**src/rtl/countdown_timer_pkg.sv**
```systemverilog
// Shared types, field limits and time-field helpers for the countdown timer.
// Count is packed {hour, minute, second} plus hundredths, matching the stopwatch format.
package countdown_timer_pkg;

    localparam int FIELD_W = 6;
    localparam int HUND_W  = 8;
    localparam int EPOCH_W = 3 * FIELD_W;

    localparam logic [FIELD_W-1:0] MAX_HOUR       = 6'd23;
    localparam logic [FIELD_W-1:0] MAX_MIN_SEC    = 6'd59;
    localparam logic [HUND_W-1:0]  MAX_HUNDREDTHS = 8'd99;

    typedef enum logic [1:0] {
        IDLE,
        PAUSED,
        RUNNING,
        EXPIRED
    } timer_state_e;

    typedef struct packed {
        logic [FIELD_W-1:0] hour;
        logic [FIELD_W-1:0] minute;
        logic [FIELD_W-1:0] second;
        logic [HUND_W-1:0]  hund;
    } count_t;

    function automatic count_t clamp_count(input logic [EPOCH_W-1:0] ep, input logic [HUND_W-1:0] hs);
        count_t c;
        c.hour   = (ep[17:12] > MAX_HOUR)    ? MAX_HOUR    : ep[17:12];
        c.minute = (ep[11:6]  > MAX_MIN_SEC) ? MAX_MIN_SEC : ep[11:6];
        c.second = (ep[5:0]   > MAX_MIN_SEC) ? MAX_MIN_SEC : ep[5:0];
        c.hund   = (hs > MAX_HUNDREDTHS)     ? MAX_HUNDREDTHS : hs;
        return c;
    endfunction

    // Borrow chain; only ever applied to a nonzero count.
    function automatic count_t dec_count(input count_t c);
        count_t r;
        r = c;
        if (c.hund != '0) begin
            r.hund = c.hund - 8'd1;
        end else begin
            r.hund = MAX_HUNDREDTHS;
            if (c.second != '0) begin
                r.second = c.second - 6'd1;
            end else begin
                r.second = MAX_MIN_SEC;
                if (c.minute != '0) begin
                    r.minute = c.minute - 6'd1;
                end else begin
                    r.minute = MAX_MIN_SEC;
                    r.hour   = c.hour - 6'd1;
                end
            end
        end
        return r;
    endfunction

    function automatic logic is_zero(input count_t c);
        return c == '0;
    endfunction

endpackage

```
**src/rtl/countdown_timer_if.sv**
```systemverilog
// Control/status bundle between the mode/keypad controller and the countdown timer.
interface countdown_timer_if;
    import countdown_timer_pkg::*;

    logic               load;
    logic [EPOCH_W-1:0] preset_epoch;
    logic [HUND_W-1:0]  preset_m_epoch;
    logic               run;
    logic               clear;
    logic [EPOCH_W-1:0] epoch;
    logic [HUND_W-1:0]  m_epoch;
    logic               expired;
    logic               done_pulse;

    modport master (
        output load, preset_epoch, preset_m_epoch, run, clear,
        input  epoch, m_epoch, expired, done_pulse
    );

    modport slave (
        input  load, preset_epoch, preset_m_epoch, run, clear,
        output epoch, m_epoch, expired, done_pulse
    );

endinterface

```
**src/rtl/countdown_timer_tick_divider.sv**
```systemverilog
// Clock-enable generator: one-cycle tick every CLK_HZ/TICK_HZ enabled cycles.
// Down-counter; the phase is held while enable is low and restarts on sync_clear.
module tick_divider #(
    parameter int CLK_HZ  = 50_000_000,
    parameter int TICK_HZ = 100
) (
    input  logic clock,
    input  logic reset,
    input  logic enable,
    input  logic sync_clear,
    output logic tick
);
    localparam int DIV   = CLK_HZ / TICK_HZ;
    localparam int CNT_W = $clog2(DIV);
    localparam logic [CNT_W-1:0] LAST = CNT_W'(DIV - 1);

    logic [CNT_W-1:0] cnt;

    assign tick = enable && (cnt == '0);

    always_ff @(posedge clock or negedge reset) begin
        if (!reset) begin
            cnt <= LAST;
        end else if (sync_clear) begin
            cnt <= LAST;
        end else if (enable) begin
            cnt <= tick ? LAST : cnt - 1'b1;
        end
    end

endmodule

```
**src/rtl/countdown_timer.sv**
```systemverilog
// Countdown timer: loads a clamped preset, decrements at TICK_HZ while run is high,
// and flags expiry at 00:00:00.00.
//
// state    | meaning
// ---------+-------------------------------------------------
// IDLE     | count is zero, run ignored
// PAUSED   | count nonzero and held, waiting for run
// RUNNING  | decrementing on each divider tick
// EXPIRED  | reached zero from a tick; held until clear/load
module countdown_timer #(
    parameter int CLK_HZ  = 50_000_000,
    parameter int TICK_HZ = 100
) (
    input  logic             clock,
    input  logic             reset,
    countdown_timer_if.slave bus
);
    import countdown_timer_pkg::*;

    timer_state_e state;
    count_t       count_q;
    count_t       count_dec;
    count_t       count_load;
    logic         expired_q;
    logic         done_q;
    logic         tick;
    logic         div_enable;

    // Divider only advances while actually counting, so a pause keeps its phase.
    assign div_enable = (state == RUNNING) && bus.run;
    assign count_dec  = dec_count(count_q);
    assign count_load = clamp_count(bus.preset_epoch, bus.preset_m_epoch);

    tick_divider #(
        .CLK_HZ  (CLK_HZ),
        .TICK_HZ (TICK_HZ)
    ) u_tick_divider (
        .clock      (clock),
        .reset      (reset),
        .enable     (div_enable),
        .sync_clear (bus.clear | bus.load),
        .tick       (tick)
    );

    always_ff @(posedge clock or negedge reset) begin
        if (!reset) begin
            state     <= IDLE;
            count_q   <= '0;
            expired_q <= 1'b0;
            done_q    <= 1'b0;
        end else begin
            done_q <= 1'b0;
            if (bus.clear) begin
                state     <= IDLE;
                count_q   <= '0;
                expired_q <= 1'b0;
            end else if (bus.load) begin
                count_q   <= count_load;
                state     <= is_zero(count_load) ? IDLE : PAUSED;
                expired_q <= 1'b0;
            end else begin
                case (state)
                    PAUSED: begin
                        if (bus.run) state <= RUNNING;
                    end
                    RUNNING: begin
                        if (!bus.run) begin
                            state <= PAUSED;
                        end else if (tick) begin
                            count_q <= count_dec;
                            if (is_zero(count_dec)) begin
                                state     <= EXPIRED;
                                expired_q <= 1'b1;
                                done_q    <= 1'b1;
                            end
                        end
                    end
                    default: ;
                endcase
            end
        end
    end

    assign bus.epoch      = {count_q.hour, count_q.minute, count_q.second};
    assign bus.m_epoch    = count_q.hund;
    assign bus.expired    = expired_q;
    assign bus.done_pulse = done_q;

endmodule

```
**src/flat_wrapper.sv**
```systemverilog
// flat-port wrapper written by rule: the top's interface ports become plain ports
module countdown_timer_flat import countdown_timer_pkg::*;
#(
    parameter int CLK_HZ  = 50_000_000,
    parameter int TICK_HZ = 100
)
  (clock, reset, bus_load, bus_preset_epoch, bus_preset_m_epoch, bus_run, bus_clear, bus_epoch, bus_m_epoch, bus_expired, bus_done_pulse);
  countdown_timer_if bus_i ();
  input  logic clock;
  input  logic reset;
  input wire logic [$bits(bus_i.load)-1:0] bus_load;
  input wire logic [$bits(bus_i.preset_epoch)-1:0] bus_preset_epoch;
  input wire logic [$bits(bus_i.preset_m_epoch)-1:0] bus_preset_m_epoch;
  input wire logic [$bits(bus_i.run)-1:0] bus_run;
  input wire logic [$bits(bus_i.clear)-1:0] bus_clear;
  output wire logic [$bits(bus_i.epoch)-1:0] bus_epoch;
  output wire logic [$bits(bus_i.m_epoch)-1:0] bus_m_epoch;
  output wire logic [$bits(bus_i.expired)-1:0] bus_expired;
  output wire logic [$bits(bus_i.done_pulse)-1:0] bus_done_pulse;
  assign bus_i.load = bus_load;
  assign bus_i.preset_epoch = bus_preset_epoch;
  assign bus_i.preset_m_epoch = bus_preset_m_epoch;
  assign bus_i.run = bus_run;
  assign bus_i.clear = bus_clear;
  assign bus_epoch = bus_i.epoch;
  assign bus_m_epoch = bus_i.m_epoch;
  assign bus_expired = bus_i.expired;
  assign bus_done_pulse = bus_i.done_pulse;
  countdown_timer #(.CLK_HZ(CLK_HZ), .TICK_HZ(TICK_HZ)) u_core (.clock(clock), .reset(reset), .bus(bus_i));
endmodule
```
**config.mk**
```make
export PLATFORM = sky130hd
export DESIGN_NAME = countdown_timer_flat
export DESIGN_NICKNAME = d
export VERILOG_FILES = /design/src/rtl/countdown_timer_pkg.sv /design/src/rtl/countdown_timer_if.sv /design/src/rtl/countdown_timer_tick_divider.sv /design/src/rtl/countdown_timer.sv /design/src/flat_wrapper.sv
export SDC_FILE = /design/constraint.sdc
export NUM_CORES = 1
export LEC_CHECK = 0
export CAP_MARGIN = 30
export CORE_AREA = 2 2 92 94
export DETAILED_ROUTE_END_ITERATION = 10
export DIE_AREA = 0 0 94 96
export PLACE_DENSITY = 0.77
export SYNTH_ARGS = -nofsm -noshare
export SYNTH_HDL_FRONTEND = slang
export SYNTH_SLANG_ARGS = --single-unit
```
**constraint.sdc**
```tcl
create_clock -name clock -period 4.4 [get_ports clock]
set_clock_uncertainty 0.1 [all_clocks]
set_input_delay 0.44 -clock clock [delete_from_list [all_inputs] [get_ports clock]]
set_output_delay 0.44 -clock clock [all_outputs]
set_load 0.005 [all_outputs]
```
==> results of run 1 <==
## power groups by stage
stage	clock network [mW]	logic, mW	registers (mW)
floorplan	0	0.178	0.500
global placement	0	0.298	0.509
detailed placement	0	0.304	0.511
CTS	0.356	0.306	0.502
global route	0.373	0.341	0.506
finish	0.353	0.313	0.503
## sequential cells by signal (all words and copies together), names as in the netlist
name,flops
u_core.state,2
u_core.bus.done_pulse,1
u_core.bus.epoch,18
u_core.bus.expired,1
u_core.bus.m_epoch,8
u_core.u_tick_divider.cnt,19
## layer usage
| metal | vias to the layer above | track usage [%] | routed length [µm] |
|---|---|---|---|
| met2 | 178 | 39.9 | 5140 |
| met4 | 0 | 9.42 | 260 |
| met5 | - | 0 | 0 |
| li1 | 1717 | - | - |
| met3 | 39 | 4.93 | 850 |
| met1 | 1762 | 31.0 | 4490 |
## how the worst max path moves through the flow
stage / startpoint / slack (ps) / to / cells after the start
6_report: u_core.u_tick_divider.cnt[6]$_DFFE_PN0P_ / 890 / u_core.bus.m_epoch[5]$_DFFE_PN0P_ / 6
5_1_grt: u_core.bus.epoch[1]$_DFFE_PN0P_ / 570 / u_core.state[0]$_DFFE_PN0P_ / 9
4_1_cts: u_core.u_tick_divider.cnt[6]$_DFFE_PN0P_ / 880 / u_core.bus.m_epoch[5]$_DFFE_PN0P_ / 6
3_5_place_dp: u_core.u_tick_divider.cnt[6]$_DFFE_PN0P_ / 900 / u_core.bus.m_epoch[5]$_DFFE_PN0P_ / 6
3_3_place_gp: u_core.u_tick_divider.cnt[6]$_DFFE_PN0P_ / 1070 / u_core.bus.m_epoch[5]$_DFFE_PN0P_ / 6
2_1_floorplan: u_core.u_tick_divider.cnt[6]$_DFFE_PN0P_ / 1270 / u_core.bus.epoch[14]$_DFFE_PN0P_ / 10
## logic make-up (layout without fill, tap and decap cells)
kind of cell,Yosys count,count (layout),share of synthesized area [%]
AND/OR/NAND/NOR,200,200,29.6
AO/OA/AOI/OAI,110,110,20.2
flip-flops,49,49,35.1
buffers and inverters,45,95,5.10
XOR/XNOR,23,23,5.70
adder cells (fa/ha/maj),8,8,2.83
multiplexers,5,5,1.45
## placed cells by master (no fill, tap or decap), drive strengths merged, types with 7 or more instances in the layout
cell,count
nor2,51
a21oi,32
xor2,9
ha,8
xnor2,14
dfstp,11
nand2,43
a211oi,8
nand4,12
inv,23
or3,10
clkdlybuf4s50,57
buf,7
nor3,18
o21ai,24
nor4,19
nand3,13
dfrtp,38
## critical path, stage by stage (launching register included)
cell and delay (ps):
dfrtp_1 440, or4_1 640, or4b_4 600, or4_4 580
nand2_1 550, nor2_1 80, a2111oi_0 400
## stage by stage
| step | setup WS, ps | total power, mW |
|---|---|---|
| 2_1_floorplan | 1270 | 0.678 |
| 3_3_place_gp | 1070 | 0.807 |
| 3_5_place_dp | 896 | 0.814 |
| 4_1_cts | 883 | 1.16 |
| 5_1_grt | 565 | 1.22 |
| 6_report | 893 | 1.17 |
## layout make-up
type / count / share of cell area, %
clock buffers: 6 / 1.91
repair buffers: 64 / 14.6
flip-flops and latches: 49 / 28.7
multi-input cells: 346 / 48.9
inverters: 23 / 2.00
clock inverters: 2 / 0.868
well taps: 105 / 3.04
## synth_stat cells, types with 2 or more instances
cell type   n
nand2_1    43
clkbuf_1   16
o211ai_1    4
o21ai_1     2
nor4_1     19
and3_1      2
nor3_1     17
a211oi_1    7
o2111ai_1   3
a2111oi_0   3
a21o_1      3
nand2b_1    6
o21bai_1    2
or3_1      10
a211o_1     2
nand3_1    13
nand4_1    12
o22ai_1     4
mux2i_1     4
o31ai_1     3
nand4b_1    3
nor3b_1     2
a21oi_1    32
a31o_2      2
a311oi_1    2
a31oi_1     5
or2_2       2
dfstp_2    11
or4b_2      2
or4_1       3
dfrtp_1    38
a22oi_1     2
nor2_1     51
buf_2       3
buf_1       2
nand3b_1    2
xor2_1      9
o21ai_0    22
ha_1        8
o2111a_1    2
inv_1      23
xnor2_1    14
==> flow_metrics.py, run 1 <==
metrics = {
    "clocking": {
        "clock_root_buffer": "clkbuf_8",
        "cts_hold_buf": 0,
        "cts_tree": "yes",
        "post_cts_setup_bufs": 0,
        "clockBufferDepth": 2,
        "cts.repair.resized": 0,
        "cts_inserted_buffers": 5,
        "ctsHtreeMaxLevel": 2,
        "clk_latency_ps": 320,
        "cts.reportedPaths.clkPinSlew_ps": 100,
        "clock_sinks": 49,
    },
    "setup_path": {
        "crit_required_ps": 4490,
        "worst-r2r-cell-count": 6,
        "startpoint_type": "register",
        "arrival_ps": 3590,
        "r2r_setup_slack_ps": 890,
        "critical_path.endpoint_type": "register",
        "critical_path.reg2reg.startpoint": "u_core.u_tick_divider.cnt[6]$_DFFE_PN0P_",
        "worst-path-max-fanout": 18,
        "endpoint_of_the_worst_slack_reg_to_reg_timing_path": "u_core.bus.m_epoch[5]$_DFFE_PN0P_",
        "path_class": "reg -> reg",
    },
    "run_status": {
        "violations_in_the_final_reports": "negative hold slack",
        "run_status": "finished with violations",
    },
    "layout": {
        "final_layout_size_suffix_gt1_share_pct": 7.76,
        "final_instance_area_mm2": 0.00433,
        "fillers": 768,
        "layoutNonFillerInstCount": 595,
        "nets": 528,
        "sequential_cell_area_mm2": 0.00124,
        "num_antenna_cells": 0,
        "multi_input_comb_area_mm2": 0.00211,
        "final_util_pct": 53.7,
        "areaGrowthSynthToFinish_pct": 22.4,
    },
    "logic_synthesis": {
        "post_synth_inst_count": 440,
        "netlist-cell-type-count": 67,
        "synth_top_cells_by_area": "dfrtp_1 27%, dfstp_2 8.2%, nor2_1 5.4%, nand2_1 4.6%, a21oi_1 4.5%",
        "mean_syn_cell_area_um2": 8.03,
        "synth.yosys.seq_area_share_pct": 35.1,
        "synth-seq-cells": 49,
        "synth_fp_nets": 479,
        "largest_area_contributor_in_the_netlist": "dfrtp_1",
        "synthesis.area_mm2": 0.00353,
        "synth.yosys.warnings": 0,
        "postSynth.asyncResetShare_pct": 100,
        "synth_enable_flop_cells": 0,
        "yosys.area.top_type_share_pct": 26.9,
        "synth_ff_type": "dfrtp_1",
    },
    "detailed_routing": {
        "drcViolationCount": 0,
        "detail_route.wl_per_cell_um": 18.0,
        "drtPass1Iterations": 6,
        "finalWirelength_mm": 10.7,
        "viasPerCell": 6.21,
        "detail_route.iter0.violations": 427,
        "total_number_of_vias": 3696,
        "drtAntennaViolNets": 0,
    },
    "timing": {
        "setup_viol": 0,
        "layout_worst_path_cycle_share_pct": 79.7,
        "grt_setup_unrepaired": "no",
        "finalSetupTns_ps": 0,
        "transition_time_of_the_tightest_slew_check_pin_ps": 938,
        "post-route-min-period_ps": 3510,
        "timing.slew.headroom_pct": 36.9,
        "maxClockFrequency_ghz": 0.285,
        "hold_viol": 3,
        "fin_hold_ws_ps": -10.4,
        "final-max-slew-violation-count": 0,
    },
    "placement": {
        "placed_instances": 587,
        "detailedPlacementHpwl_mm": 8.03,
        "io_buffers": 58,
        "cell_area_placed_mm2": 0.00421,
        "gp_routability_congestion": 1.01,
    },
    "pwr": {
        "max_rail_drop_vdd_uv": 122,
        "total_leakage_power_nw": 1.64,
        "p_per_area_mw_per_mm2": 270,
        "comb_power_share_pct": 26.8,
        "sequentialPowerShare_pct": 43.0,
        "net_switching_power_of_the_design_uw": 378,
        "netSwitchingFraction_pct": 32.3,
        "p_int_uw": 791,
        "clock_power_share_pct": 30.2,
    },
    "global_routing": {
        "grt_pass1_vias": 3531,
        "grt_first_pass_wirelength_mm": 17.2,
        "globalRouteTotalUtil_pct": 24.1,
        "grt_max_degree": 29,
        "antenna_found_initial": 0,
        "overflow_left_after_global_routing": 0,
    },
    "floorplanning": {
        "ioPinCount": 59,
        "placeableCoreArea_mm2": 0.00805,
        "floorplan.die.height_um": 96,
        "floorplan.initialDensity_pct": 43.9,
        "die_x_extent_um": 94,
        "floorplan.rows": 33,
        "die_area_mm2": 0.00902,
    },
    "job": {
        "max_cap_viol_count": 0,
    },
    "min_path": {
        "holdCritPathClass": "in -> async",
    },
}
(Power assumes the default switching activity.)
==> run 2, diff against run 1 <==
--- a/config.mk
+++ b/config.mk
@@ -9,7 +9,7 @@
 export CORE_AREA = 2 2 92 94
 export DETAILED_ROUTE_END_ITERATION = 10
 export DIE_AREA = 0 0 94 96
-export PLACE_DENSITY = 0.77
+export PLACE_DENSITY = 0.8
 export SYNTH_ARGS = -nofsm -noshare
 export SYNTH_HDL_FRONTEND = slang
 export SYNTH_SLANG_ARGS = --single-unit
==> constraint.sdc (replaced) <==
create_clock -name clock -period 2.9 [get_ports clock]
set_clock_uncertainty 0.1 [all_clocks]
set_input_delay 0.29 -clock clock [delete_from_list [all_inputs] [get_ports clock]]
set_output_delay 0.29 -clock clock [all_outputs]
set_load 0.005 [all_outputs]
==> run 2 against run 1 <==
Highest routed layer unchanged. Die area did not move. Sequential cell count did not move. The run ends with negative setup slack left. Clock power rose by 50%. Sequential power rose by 49%. Core utilization rose by 4.7 points.
==> flow_metrics.py, run 2 (synthesis results as in run 1) <==
metrics = {
    "run_status": {
        "run_status": "finished with violations",
        "violations_in_the_final_reports": "negative setup slack",
    },
    "clocking": {
        "ctsHtreeMaxLevel": 2,
        "clock_root_buffer": "clkbuf_8",
        "clockBufferDepth": 2,
        "cts_tree": "yes",
        "clock_sinks": 49,
        "cts_inserted_buffers": 5,
        "clk_latency_ps": 320,
        "cts.reportedPaths.clkPinSlew_ps": 100,
    },
    "detailed_routing": {
        "drtAntennaViolNets": 0,
        "viasPerCell": 6.09,
        "detail_route.iter0.violations": 297,
        "drtPass1Iterations": 6,
        "total_number_of_vias": 3859,
        "finalWirelength_mm": 11.4,
        "drcViolationCount": 0,
        "detail_route.wl_per_cell_um": 18.0,
    },
    "setup_path": {
        "endpoint_of_the_worst_slack_reg_to_reg_timing_path": "u_core.bus.epoch[11]$_DFFE_PN0P_",
        "cp_common_cell": "or4_4",
        "path_class": "reg -> reg",
        "crit_required_ps": 3050,
        "crit_chain": "or4_4, or4b_4, or4_4, or3_4, a21oi_2, o221ai_2, a21oi_1",
        "critical_path.reg2reg.startpoint": "u_core.u_tick_divider.cnt[7]$_DFFE_PN0P_",
        "cp_slowest_cell": "or4_4",
        "arrival_ps": 3090,
        "startpoint_type": "register",
        "worst-path-max-fanout": 5,
        "critical_path.endpoint_type": "register",
        "worst-r2r-cell-count": 7,
        "r2r_setup_slack_ps": -40,
        "cpPeakStageDelay_ps": 590,
    },
    "floorplanning": {
        "floorplan.initialDensity_pct": 43.9,
        "floorplan.rows": 33,
        "placeableCoreArea_mm2": 0.00805,
        "ioPinCount": 59,
        "floorplan.die.height_um": 96,
        "die_x_extent_um": 94,
        "die_area_mm2": 0.00902,
    },
    "layout": {
        "layout_common_cells": "57 x clkdlybuf4s50_1, 50 x nor2_1, 42 x nand2_1, 42 x buf_4, 38 x dfrtp_1",
        "num_antenna_cells": 0,
        "final_layout_size_suffix_gt1_share_pct": 17.2,
        "areaGrowthSynthToFinish_pct": 33.0,
        "top_register": "u_core.u_tick_divider.cnt",
        "final_common_cell": "clkdlybuf4s50_1",
        "nets": 567,
        "largest_reg_flops": 19,
    },
    "global_routing": {
        "antenna_found_initial": 0,
        "grt_first_pass_wirelength_mm": 18.4,
        "grt_max_degree": 25,
        "globalRouteTotalUtil_pct": 25.9,
        "overflow_left_after_global_routing": 0,
        "grt_pass1_vias": 3749,
    },
    "timing": {
        "final-max-slew-violation-count": 0,
        "maxClockFrequency_ghz": 0.340,
        "grt_setup_unrepaired": "yes",
        "layout_worst_path_cycle_share_pct": 101,
        "hold_viol": 0,
        "final_critical_path_setup_slack_ps": -43.2,
        "transition_time_of_the_tightest_slew_check_pin_ps": 528,
        "setup_viol": 1,
        "timing.slew.headroom_pct": 64.5,
        "finalSetupTns_ps": -43.2,
        "post-route-min-period_ps": 2940,
    },
    "placement": {
        "detailedPlacementHpwl_mm": 8.55,
        "gp_routability_congestion": 0.936,
        "io_buffers": 58,
    },
    "pwr": {
        "p_per_area_mw_per_mm2": 389,
        "total_leakage_power_nw": 1.84,
        "total_power_mw": 1.83,
        "max_rail_drop_vdd_uv": 271,
    },
    "min_path": {
        "holdCritPathClass": "in -> async",
    },
    "job": {
        "max_cap_viol_count": 0,
    },
}
==> run 2: repair_timing <==
action,in CTS,in global routing
endpoints found under the setup margin,5,18
pin swaps,4,4
hold endpoints to repair,21,0
hold buffers,1,0
setup buffers,1,1
resized for setup,4,15
==> run 2: cell type report <==
type	count	area, µm²
tap	105	131
inverter	23	86.3
fill	739	3350
timing repair buffer	103	932
multi-input combinational	346	2190
clock inverter	3	50.0
sequential	49	1240
clock buffer	5	68.8
==> run 2: power by group <==
part	total, mW	switching (mW)	internal, mW
Clock	0.531	0.266	0.265
Combinational	0.549	0.301	0.248
Sequential	0.749	0.0377	0.712
==> run 2: layer usage <==
metal	vias up	part of all wire, %	global-route usage, %
met2	230	49	45.9
met1	1789	39	32.3
li1	1800	-	-
met5	-	0	0
met4	0	2.7	8.21
met3	40	8.3	4.07
==> run 2: worst max path at each step <==
stage / startpoint / end / slack, ps
2_1_floorplan: u_core.u_tick_divider.cnt[7]$_DFFE_PN0P_ / u_core.bus.epoch[11]$_DFFE_PN0P_ / -140
3_3_place_gp: u_core.u_tick_divider.cnt[8]$_DFFE_PN1P_ / u_core.bus.epoch[11]$_DFFE_PN0P_ / 20
3_5_place_dp: u_core.u_tick_divider.cnt[7]$_DFFE_PN0P_ / u_core.bus.epoch[11]$_DFFE_PN0P_ / -30
4_1_cts: u_core.u_tick_divider.cnt[7]$_DFFE_PN0P_ / u_core.bus.epoch[11]$_DFFE_PN0P_ / -30
5_1_grt: u_core.u_tick_divider.cnt[7]$_DFFE_PN0P_ / u_core.bus.epoch[11]$_DFFE_PN0P_ / -100
6_report: u_core.u_tick_divider.cnt[7]$_DFFE_PN0P_ / u_core.bus.epoch[11]$_DFFE_PN0P_ / -40
==> run 2: per-stage QoR <==
stage / instances / util, % / cell area, µm² / worst slack [ps] / hold WS, ps
6_report: 634 / 58.4 / 4700 / -43.2 / 374
5_1_grt: 634 / 58.4 / 4700 / -102 / 427
4_1_cts: 633 / 57.5 / 4630 / -33.5 / 410
3_5_place_dp: 623 / 55.6 / 4480 / -33.9 / 203
3_3_place_gp: 622 / 55.4 / 4460 / 20.0 / 410
2_1_floorplan: 440 / - / 3550 / -144 / -106
==> run 2: critical path, delay by kind of cell, from the launching register on <==
family	cells	cell delay, ps
DFF	1	400
and+or+nand+nor	4	1990
AOI/OAI and AO/OA	3	390
==> run 3, diff against run 2 <==
--- a/config.mk
+++ b/config.mk
@@ -5,11 +5,12 @@
 export SDC_FILE = /design/constraint.sdc
 export NUM_CORES = 1
 export LEC_CHECK = 0
+export ABC_AREA = 1
 export CAP_MARGIN = 30
 export CORE_AREA = 2 2 92 94
 export DETAILED_ROUTE_END_ITERATION = 10
 export DIE_AREA = 0 0 94 96
-export PLACE_DENSITY = 0.8
+export PLACE_DENSITY = 0.79
 export SYNTH_ARGS = -nofsm -noshare
 export SYNTH_HDL_FRONTEND = slang
 export SYNTH_SLANG_ARGS = --single-unit
==> run 3 against run 2 <==
Core utilization down 4.6 points. Largest power group unchanged. First-iteration DRC count down 13%. Register-to-register slack better by 360 ps. Critical path depth up 8. The run now ends clean. Non-clock buffer count down 36. Largest cell class unchanged. Setup slack better by 360 ps. Sequential cell count unchanged. Synthesized cell count up 10%.
==> flow_metrics.py, run 3 <==
metrics = {
    "timing": {
        "finalSetupTns_ps": 0,
        "grt_setup_unrepaired": "no",
        "maxClockFrequency_ghz": 0.387,
        "layout_worst_path_cycle_share_pct": 89.1,
        "final-max-slew-violation-count": 0,
        "hold_viol": 0,
        "post-route-min-period_ps": 2580,
        "setup_viol": 0,
        "timing.slew.headroom_pct": 65.6,
        "final_critical_path_setup_slack_ps": 316,
        "transition_time_of_the_tightest_slew_check_pin_ps": 516,
    },
    "floorplanning": {
        "die_x_extent_um": 94,
        "floorplan.die.height_um": 96,
        "die_area_mm2": 0.00902,
        "placeableCoreArea_mm2": 0.00805,
        "ioPinCount": 59,
        "floorplan.rows": 33,
        "floorplan.initialDensity_pct": 43.5,
    },
    "pwr": {
        "p_per_area_mw_per_mm2": 431,
        "total_leakage_power_nw": 1.91,
        "net_switching_power_of_the_design_uw": 703,
        "sequentialPowerShare_pct": 41.6,
        "clock_power_share_pct": 23.7,
        "p_int_mw": 1.16,
        "netSwitchingFraction_pct": 37.7,
        "max_rail_drop_vdd_uv": 248,
        "comb_power_share_pct": 34.7,
    },
    "layout": {
        "layoutNonFillerInstCount": 656,
        "areaGrowthSynthToFinish_pct": 23.7,
        "top_register": "u_core.u_tick_divider.cnt",
        "final_common_cell": "nand2_1",
        "largest_reg_flops": 19,
        "layout_common_cells": "94 x nand2_1, 70 x nor2_1, 57 x inv_1, 57 x clkdlybuf4s50_1, 41 x o21ai_0",
        "final_layout_size_suffix_gt1_share_pct": 11.3,
        "nets": 589,
        "num_antenna_cells": 0,
    },
    "detailed_routing": {
        "finalWirelength_mm": 10.4,
        "detail_route.wl_per_cell_um": 15.8,
        "total_number_of_vias": 3598,
        "drtAntennaViolNets": 0,
        "drcViolationCount": 0,
        "detail_route.iter0.violations": 258,
        "viasPerCell": 5.48,
        "drtPass1Iterations": 5,
    },
    "logic_synthesis": {
        "post_synth_inst_count": 486,
        "synth.yosys.seq_area_share_pct": 35.4,
        "postSynth.asyncResetShare_pct": 100,
        "largest_area_contributor_in_the_netlist": "dfrtp_1",
        "synth-compound-area-share_pct": 13.3,
        "largest_family_of_logic_cells_by_synthesized_area": "simple AND/OR/NAND/NOR gates",
        "synthesis.area_mm2": 0.00350,
        "post_synth_mux_area_share_pct": 0,
        "yosys.area.top_type_share_pct": 27.2,
        "netlist-cell-type-count": 47,
        "synth_ff_type": "dfrtp_1",
        "post_synth_most_frequent_cells": "94 x nand2_1, 70 x nor2_1, 57 x inv_1, 41 x o21ai_0, 39 x nand3_1",
        "synth-seq-cells": 49,
        "synth_enable_flop_cells": 0,
        "synth.yosys.warnings": 0,
        "post_synth_xor_area_fraction_pct": 2.72,
        "synthAdderAreaFrac_pct": 2.86,
        "synth_fp_nets": 525,
        "mean_syn_cell_area_um2": 7.21,
        "post_synth_and_or_nand_nor_area_fraction_pct": 37.6,
        "synth_top_cells_by_area": "dfrtp_1 27%, nand2_1 10%, dfstp_2 8.3%, nor2_1 7.5%, inv_1 6.1%",
        "synth.most_common_cell": "nand2_1",
    },
    "setup_path": {
        "arrival_ps": 2690,
        "endpoint_of_the_worst_slack_reg_to_reg_timing_path": "u_core.state[0]$_DFFE_PN0P_",
        "startpoint_type": "register",
        "crit_required_ps": 3010,
        "critical_path.endpoint_type": "register",
        "worst-path-max-fanout": 14,
        "path_class": "reg -> reg",
        "worst-r2r-cell-count": 15,
        "critical_path.reg2reg.startpoint": "u_core.bus.m_epoch[0]$_DFFE_PN0P_",
        "r2r_setup_slack_ps": 320,
    },
    "job": {
        "max_cap_viol_count": 0,
    },
    "clocking": {
        "cts.repair.resized": 0,
        "cts.reportedPaths.clkPinSlew_ps": 110,
        "ctsHtreeMaxLevel": 2,
        "clock_sinks": 49,
        "clk_latency_ps": 310,
        "clock_root_buffer": "clkbuf_8",
        "clockBufferDepth": 2,
        "cts_inserted_buffers": 5,
        "cts_tree": "yes",
    },
    "global_routing": {
        "grt.met1_usage_pct": 32.3,
        "global_route.usage.met2_pct": 39.8,
        "grt_first_pass_wirelength_mm": 17.1,
        "antenna_found_initial": 0,
        "grt_pass1_vias": 3602,
        "grt_use_met3_pct": 3.84,
        "overflow_left_after_global_routing": 0,
        "global_route.peak_usage_layer": "met2",
        "globalRouteTotalUtil_pct": 24.1,
        "grt_max_degree": 26,
    },
    "placement": {
        "detailedPlace.worstSlack_ps": 347,
        "detailedPlacementHpwl_mm": 8.08,
        "placed_instances": 647,
        "io_buffers": 58,
        "gp_routability_congestion": 0.979,
    },
    "run_status": {
        "run_status": "completed",
    },
    "min_path": {
        "holdCritPathClass": "in -> async",
    },
}
==> run 3: cell types whose count changed in the layout (fill, tap and decap cells not counted), moves of 20 or more <==
cell	change
nand2_1	+52
buf_4	-35
nand3_1	+26
nor2_1	+20
o21ai_0	+20
inv_1	+34
a21oi_1	-22
==> run 3: cells by family (layout without fill, tap and decap cells) <==
family	Yosys count	in the layout
xor+xnor	10	10
fa+ha+maj	8	8
simple gates	266	266
compound gates	82	82
flops	49	49
buf+inv	71	136
==> run 3: cell type report <==
class / count / area, µm²
repair buffers: 67 / 658
multi-input cells: 366 / 1980
fillers: 762 / 3720
inverters: 61 / 230
well taps: 105 / 131
clock inverters: 3 / 25.0
clock buffers: 5 / 68.8
flip-flops and latches: 49 / 1240
==> run 3: repair_timing <==
item	CTS	global route
endpoints found under the setup margin	0	0
endpoints found under the hold margin	15	0
hold buffers	1	0
setup buffers	0	0
==> run 3: how the worst max path moves through the flow <==
stage | end | depth (start not counted) | slack (ps) | startpoint
after floorplan | u_core.state[0]$_DFFE_PN0P_ | 15 | 760 | u_core.bus.m_epoch[0]$_DFFE_PN0P_
after global placement | u_core.state[0]$_DFFE_PN0P_ | 15 | 330 | u_core.bus.m_epoch[0]$_DFFE_PN0P_
after detailed placement | u_core.state[0]$_DFFE_PN0P_ | 15 | 350 | u_core.bus.m_epoch[0]$_DFFE_PN0P_
after CTS | u_core.state[0]$_DFFE_PN0P_ | 15 | 320 | u_core.bus.m_epoch[0]$_DFFE_PN0P_
after global routing | u_core.state[0]$_DFFE_PN0P_ | 15 | 80 | u_core.bus.m_epoch[0]$_DFFE_PN0P_
final | u_core.state[0]$_DFFE_PN0P_ | 15 | 320 | u_core.bus.m_epoch[0]$_DFFE_PN0P_
==> run 3: worst max-delay path, stage by stage (launching register included) <==
cell,delay (ps)
dfrtp_1,430
inv_1,120
ha_1,320
nand2_4,110
nor2_8,290
nand2_2,160
o21ai_1,150
inv_1,80
nor2_4,90
nand3_1,70
nor2_1,130
nand3_2,140
nand2_2,120
nand2_2,60
nand2_1,60
nand2_1,40
==> run 3: metal layers <==
layer | routed length [µm] | vias to the layer above
li1 | - | 1752
met1 | 4750 | 1705
met2 | 4910 | 121
met3 | 517 | 20
met4 | 223 | 0
met5 | 0 | -
==> run 3: power groups by stage <==
stage               Clock [mW]  Sequential (mW)  Combinational [mW]
floorplan                    0            0.780               0.404
CTS                      0.449            0.776               0.644
finish                   0.441            0.777               0.647
global placement             0            0.787               0.629
detailed placement           0            0.788               0.640
global route             0.478            0.784               0.712
==> run 3: per-stage QoR <==
stage	util [%]	area [µm²]	hold WS [ps]	power (mW)
2_1_floorplan	-	3500	-106	1.18
3_3_place_gp	52.2	4210	366	1.42
3_5_place_dp	52.5	4230	179	1.43
4_1_cts	53.8	4330	385	1.87
5_1_grt	53.8	4330	396	1.97
6_report	53.8	4330	358	1.87
